`src/rtl/mem_ctrl.sv`:
```
// mem_ctrl: arbitrates MEM-stage load/store and IF fetch requests onto a
// single byte-wide RAM port, serialising multi-byte accesses byte by byte.
// Optional feature macro: IO_FULL_STALL_EN (holds IO-region store bytes
// while the IO output buffer is full).
module mem_ctrl #(
   parameter int unsigned ADDR_W   = 32,
   parameter int unsigned IF_BYTES = 4
) (
   input  logic              clk,
   input  logic              rst,
   input  logic              rdy,
   input  logic              if_req,
   input  logic [ADDR_W-1:0] if_addr,
   input  logic              if_cancel,
   output logic              if_done,
   output logic [31:0]       if_inst,
   input  logic              mem_req,
   input  logic              mem_wr,
   input  logic [ADDR_W-1:0] mem_addr,
   input  logic [1:0]        mem_type,
   input  logic [31:0]       mem_wdata,
   output logic              mem_done,
   output logic [31:0]       mem_rdata,
   input  logic [7:0]        ram_din,
   output logic [7:0]        ram_dout,
   output logic [ADDR_W-1:0] ram_a,
   output logic              ram_wr,
   input  logic              io_buffer_full
);

   localparam int unsigned CNT_W = 3;

   typedef enum logic [1:0] {
      IDLE  = 2'd0,
      READ  = 2'd1,
      WRITE = 2'd2,
      DONE  = 2'd3
   } state_t;

   state_t              state, state_d;
   logic [CNT_W-1:0]    cnt, cnt_d;
   logic [CNT_W-1:0]    len, len_d;
   logic [ADDR_W-1:0]   base, base_d;
   logic [ADDR_W-1:0]   ram_a_d;
   logic [ADDR_W-1:0]   issue_a;
   logic [31:0]         wdata, wdata_d;
   logic [31:0]         buf_q, buf_d;
   logic [31:0]         mem_rdata_d, if_inst_d;
   logic [7:0]          ram_dout_d;
   logic                fetch, fetch_d;
   logic                ram_wr_q, ram_wr_d;
   logic                mem_done_d, if_done_d;
   logic                stall_acc, stall_iss;
   logic [1:0]          wr_lane, cap_lane;

   // Byte address issued next in a write, and the byte lanes in use
   assign issue_a  = base + ADDR_W'(cnt);
   assign wr_lane  = cnt[1:0];
   assign cap_lane = 2'(cnt - CNT_W'(1));

`ifdef IO_FULL_STALL_EN
   assign stall_acc = io_buffer_full && (mem_addr[17:16] == 2'b11);
   assign stall_iss = io_buffer_full && (issue_a[17:16] == 2'b11);
`else
   logic unused_io;
   assign unused_io = io_buffer_full;
   assign stall_acc = 1'b0;
   assign stall_iss = 1'b0;
`endif

   // Write strobe never reaches the RAM while the pipeline is frozen
   assign ram_wr = ram_wr_q & rdy;

   function automatic logic [CNT_W-1:0] type_len(input logic [1:0] t);
      case (t)
         2'b00:   return CNT_W'(1);
         2'b01:   return CNT_W'(2);
         default: return CNT_W'(4);
      endcase
   endfunction

   // State and datapath registers; rdy low freezes everything
   always_ff @(posedge clk) begin
      if (!rst) begin
         state     <= IDLE;
         cnt       <= '0;
         len       <= '0;
         base      <= '0;
         wdata     <= '0;
         buf_q     <= '0;
         fetch     <= 1'b0;
         ram_a     <= '0;
         ram_dout  <= '0;
         ram_wr_q  <= 1'b0;
         mem_done  <= 1'b0;
         if_done   <= 1'b0;
         mem_rdata <= '0;
         if_inst   <= '0;
      end else if (rdy) begin
         state     <= state_d;
         cnt       <= cnt_d;
         len       <= len_d;
         base      <= base_d;
         wdata     <= wdata_d;
         buf_q     <= buf_d;
         fetch     <= fetch_d;
         ram_a     <= ram_a_d;
         ram_dout  <= ram_dout_d;
         ram_wr_q  <= ram_wr_d;
         mem_done  <= mem_done_d;
         if_done   <= if_done_d;
         mem_rdata <= mem_rdata_d;
         if_inst   <= if_inst_d;
      end
   end

   // Next-state: accept, serialise bytes, assemble reads, pulse done
   always_comb begin
      state_d     = state;
      cnt_d       = cnt;
      len_d       = len;
      base_d      = base;
      wdata_d     = wdata;
      buf_d       = buf_q;
      fetch_d     = fetch;
      ram_a_d     = ram_a;
      ram_dout_d  = ram_dout;
      ram_wr_d    = 1'b0;
      mem_done_d  = 1'b0;
      if_done_d   = 1'b0;
      mem_rdata_d = mem_rdata;
      if_inst_d   = if_inst;

      case (state)
         IDLE: begin
            if (mem_req) begin
               base_d  = mem_addr;
               len_d   = type_len(mem_type);
               wdata_d = mem_wdata;
               fetch_d = 1'b0;
               buf_d   = '0;
               cnt_d   = '0;
               if (mem_wr) begin
                  state_d = WRITE;
                  if (!stall_acc) begin
                     ram_a_d    = mem_addr;
                     ram_dout_d = mem_wdata[7:0];
                     ram_wr_d   = 1'b1;
                     cnt_d      = CNT_W'(1);
                  end
               end else begin
                  state_d = READ;
                  ram_a_d = mem_addr;
               end
            end else if (if_req && !if_cancel) begin
               base_d  = if_addr;
               len_d   = CNT_W'(IF_BYTES);
               fetch_d = 1'b1;
               buf_d   = '0;
               cnt_d   = '0;
               state_d = READ;
               ram_a_d = if_addr;
            end
         end
         READ: begin
            if (fetch && if_cancel) begin
               state_d = IDLE;
               cnt_d   = '0;
            end else begin
               if ((cnt + CNT_W'(1)) < len)
                  ram_a_d = base + ADDR_W'(cnt + CNT_W'(1));
               if (cnt != '0)
                  buf_d[{cap_lane, 3'b000} +: 8] = ram_din;
               if (cnt == len) begin
                  state_d = DONE;
                  if (fetch) begin
                     if_inst_d = buf_d;
                     if_done_d = 1'b1;
                  end else begin
                     mem_rdata_d = buf_d;
                     mem_done_d  = 1'b1;
                  end
               end
               cnt_d = cnt + CNT_W'(1);
            end
         end
         WRITE: begin
            if (cnt < len) begin
               if (!stall_iss) begin
                  ram_a_d    = issue_a;
                  ram_dout_d = wdata[{wr_lane, 3'b000} +: 8];
                  ram_wr_d   = 1'b1;
                  cnt_d      = cnt + CNT_W'(1);
               end
            end else begin
               state_d    = DONE;
               mem_done_d = 1'b1;
            end
         end
         DONE: begin
            state_d = IDLE;
            cnt_d   = '0;
         end
         default: state_d = IDLE;
      endcase
   end

endmodule

```
`config.mk`:
```
export PLATFORM = sky130hd
export DESIGN_NAME = mem_ctrl
export DESIGN_NICKNAME = d
export VERILOG_FILES = /design/src/rtl/mem_ctrl.sv
export SDC_FILE = /design/constraint.sdc
export NUM_CORES = 1
export LEC_CHECK = 0
export BUFFER_PORTS_ARGS = -buffer_cell sky130_fd_sc_hd__buf_2
export CORE_UTILIZATION = 49
export CTS_BUF_LIST = sky130_fd_sc_hd__clkbuf_8 sky130_fd_sc_hd__clkbuf_16
export DETAILED_ROUTE_END_ITERATION = 10
export PLACE_DENSITY = 0.73
export SLEW_MARGIN = 20
export SYNTH_ARGS = -nofsm -noshare
export SYNTH_HDL_FRONTEND = slang
export SYNTH_SLANG_ARGS = --single-unit
```
`constraint.sdc`:
```
create_clock -name clk -period 4.82 [get_ports clk]
set_input_delay 0.964 -clock clk [delete_from_list [all_inputs] [get_ports clk]]
set_output_delay 0.964 -clock clk [all_outputs]
set_load 0.005 [all_outputs]
```
==> flow_summary_export.csv <==
group,metric,value,unit
final_layout,final_area,0.0124,mm²
clocking,postCtsSetupRepairBufs,0,
placed_design,place_congestion,0.898,
placed_design,dpl_cell_area,0.0116,mm²
global_route,grtUsageMet1,0.384,
global_route,grt_max_degree,146,
hold_path,hold_start,"wdata[28]",
global_route,grt_pass1_wl,46.9,mm
timing,setup_violations,0,
global_route,grt_pass1_vias,9117,
synth,synth_edf_count,0,
floorplan,floorplan.initialDensity,0.500,
synth,synthTopCellsByArea,"dfxtp_1 41%, a211oi_1 7.0%, nor2_1 6.2%, nand2_1 5.3%, a21oi_1 5.2%",
clocking,clockBufferDepth,3,
power_and_ir_drop,totalPowerFinal,4.75,mW
global_route,use_met3,0.0469,
global_route,grt_util_met2,0.391,
synth,syn-num-nets,1412,
placed_design,io_buffers,219,
clocking,cts.clk_slew.worst_paths,0.06,ns
placed_design,hpwl,19.5,mm
synth,yosysSeqAreaShare,0.405,
power_and_ir_drop,power-per-cell-area,382,mW/mm²
final_layout,drive_above_1_share,0.207,
critical_path,rrSetupSlack,1.33,ns
final_layout,n_fill_cell,1975,
synth,ys.flop_type,"dfxtp_1",
critical_path,worstSetupEndpointType,"flop",
clocking,cts_hold_buf,0,
floorplan,core_area,0.0210,mm²
floorplan,fp.dieArea,0.0220,mm²
critical_path,r2r-end,"ram_a[25]",
synth,yosys_warnings,0,
timing,finalSetupTns,0,ns
timing,clock.fmax,287,MHz
critical_path,crit_chain,"buf_4, inv_1, ha_1, ha_1, nor2b_1, o21ai_0, a21oi_1, or3_1, buf_4, nor4_1, a211oi_1",
detailed_routing,vias,9966,
critical_path,crit_type,"flop to flop",
critical_path,cp_slowest_stage_delay,0.58,ns
critical_path,cp_max_fo,20,
clocking,post_cts_resized,0,
global_route,antenna_found_initial,3,
detailed_routing,antenna_left,0,
timing,rsz0062_at_grt,"no",
timing,hold_viol,0,
power_and_ir_drop,p_leak,4.90,nW
power_and_ir_drop,peakVddDrop,0.264,mV
detailed_routing,first_pass_iters,5,
global_route,grt-ovfl-total,0,
critical_path,required,5.18,ns
global_route,track_usage,0.262,
critical_path,critPathLaunchType,"flop",
placed_design,dp.cells,1681,
timing,max_slew_margin,0.276,
detailed_routing,via_per_inst,5.79,
synth,syn_inst,1276,
final_layout,syn2layout_area_growth,18.8,%
clocking,clkSinkCount,212,
floorplan,die_y,148,µm
clocking,clkLatencyLatePin,0.53,ns
floorplan,rows,53,
clocking,tritoncts,"yes",
critical_path,arrival,3.84,ns
hold_path,holdPathStages,2,
global_route,gr-max-usage-layer,"met2",
clocking,htreeDepth,1,
timing,worst_pin_slew,1.09,ns
synth,synthesis.area,0.0105,mm²
hold_path,min_path_type,"flop to flop",
floorplan,pin_count,221,
timing,skew,0.0101,ns
critical_path,r2r_start,"cnt[0]",
hold_path,holdPathEnd,"wdata[28]",
synth,syn_avg_cell_area,8.21,µm²
clocking,cts_root_buf,"clkbuf_16",
final_layout,final_cell_mix,"219 x buf_2, 212 x dfxtp_1, 173 x nor2_1",
critical_path,reg2reg_depth,11,
synth,synthDominantCellAreaShare,0.405,
synth,synth_top_area_cell,"dfxtp_1",
timing,min_period,3.49,ns
detailed_routing,drc,0,
timing,slew_viol_final,0,
final_layout,layoutNonFillerInstCount,1721,
final_layout,nets,1567,
synth,async_flop_share,0,
run_status,status,"finished, final reports clean",
synth,synth_cell_types,76,
timing,fin_crit_sh,0.724,
detailed_routing,wirelength,29.2,mm
detailed_routing,drt_iter0_drc,798,
critical_path,crit_path_top_delay_cell,"or3_1",
job,cap_violations,0,
synth,yosys_register_bits,212,
clocking,numCtsBuffers,23,
final_layout,layout_commonest_cell,"buf_2",
floorplan,die_width,148,µm
detailed_routing,wl_per_cell,17.0,µm
worst max-delay path, delay by kind of cell, from the launching register on:
kind / cells / cell delay (ns)
AOI/OAI and AO/OA: 3 / 0.39
and+or+nand+nor: 3 / 1.00
adders and majority gates: 2 / 0.75
buffers and inverters: 3 / 0.87
DFF: 1 / 0.31
registers in the layout (all words and copies together), names as in the netlist:
signal,cells
base,32
buf_q,32
if_inst,32
mem_rdata,32
ram_a,32
wdata,32
ram_dout,8
cnt,3
len,3
state,2
fetch,1
if_done,1
mem_done,1
ram_wr_q,1
area by class of cell:
type	count	area, µm²	share of cell area
clock buffers	25	603	0.0485
clock inverters	14	215	0.0173
well taps	275	344	0.0277
multi-input cells	935	5710	0.459
repair buffers	237	1230	0.0990
diodes	1	2.50	0.000201
inverters	22	87.6	0.00704
flip-flops and latches	212	4240	0.341
stage by stage:
stage                     setup slack, ns  hold slack, ns  utilization
after floorplan                      1.85           0.433            -
after global placement               1.41           0.440        0.554
after detailed placement             1.36           0.447        0.554
after CTS                            1.34           0.455        0.593
after global routing                 1.13           0.471        0.594
final                                1.33           0.452        0.594
how the worst max path moves through the flow:
stage | startpoint | to | slack, ns | cells after the start
2_1_floorplan | cnt[0] | ram_a[27] | 1.85 | 11
3_3_place_gp | cnt[0] | ram_a[25] | 1.41 | 11
3_5_place_dp | cnt[0] | ram_a[25] | 1.36 | 11
4_1_cts | cnt[0] | ram_a[25] | 1.34 | 11
5_1_grt | cnt[0] | ram_a[25] | 1.13 | 11
6_report | cnt[0] | ram_a[25] | 1.33 | 11
synth_stat cells, types with 15 or more instances:
| library cell | count |
|---|---|
| dfxtp_1 | 212 |
| nor2_1 | 173 |
| inv_1 | 21 |
| buf_2 | 15 |
| nand2_1 | 149 |
| and2_1 | 22 |
| a21oi_1 | 109 |
| nand3_1 | 27 |
| ha_1 | 20 |
| nor3_1 | 29 |
| mux2i_1 | 43 |
| clkbuf_1 | 81 |
| a211oi_1 | 98 |
| o21ai_0 | 66 |
layer usage:
metal	vias to the layer above	wire length [µm]
li1	4928	-
met1	4568	13600
met2	402	12600
met3	64	2320
met4	4	709
met5	-	25
kinds of logic (layout without fill, tap and decap cells):
family          Yosys count  in the layout  synth area share
xor+xnor                 11             11           0.00920
flops                   212            212             0.405
compound gates          389            389             0.249
simple gates            459            459             0.196
fa+ha+maj                22             22            0.0277
buf+inv                 129            298            0.0507
mux                      54             54            0.0615
other cells               0              1                 0
power by group:
part	leakage, nW	internal, mW	switching [mW]
clock	0.408	1.17	0.748
combinational	2.76	0.324	0.523
sequential	1.73	1.88	0.103
Power figures use the tool's default switching activity.
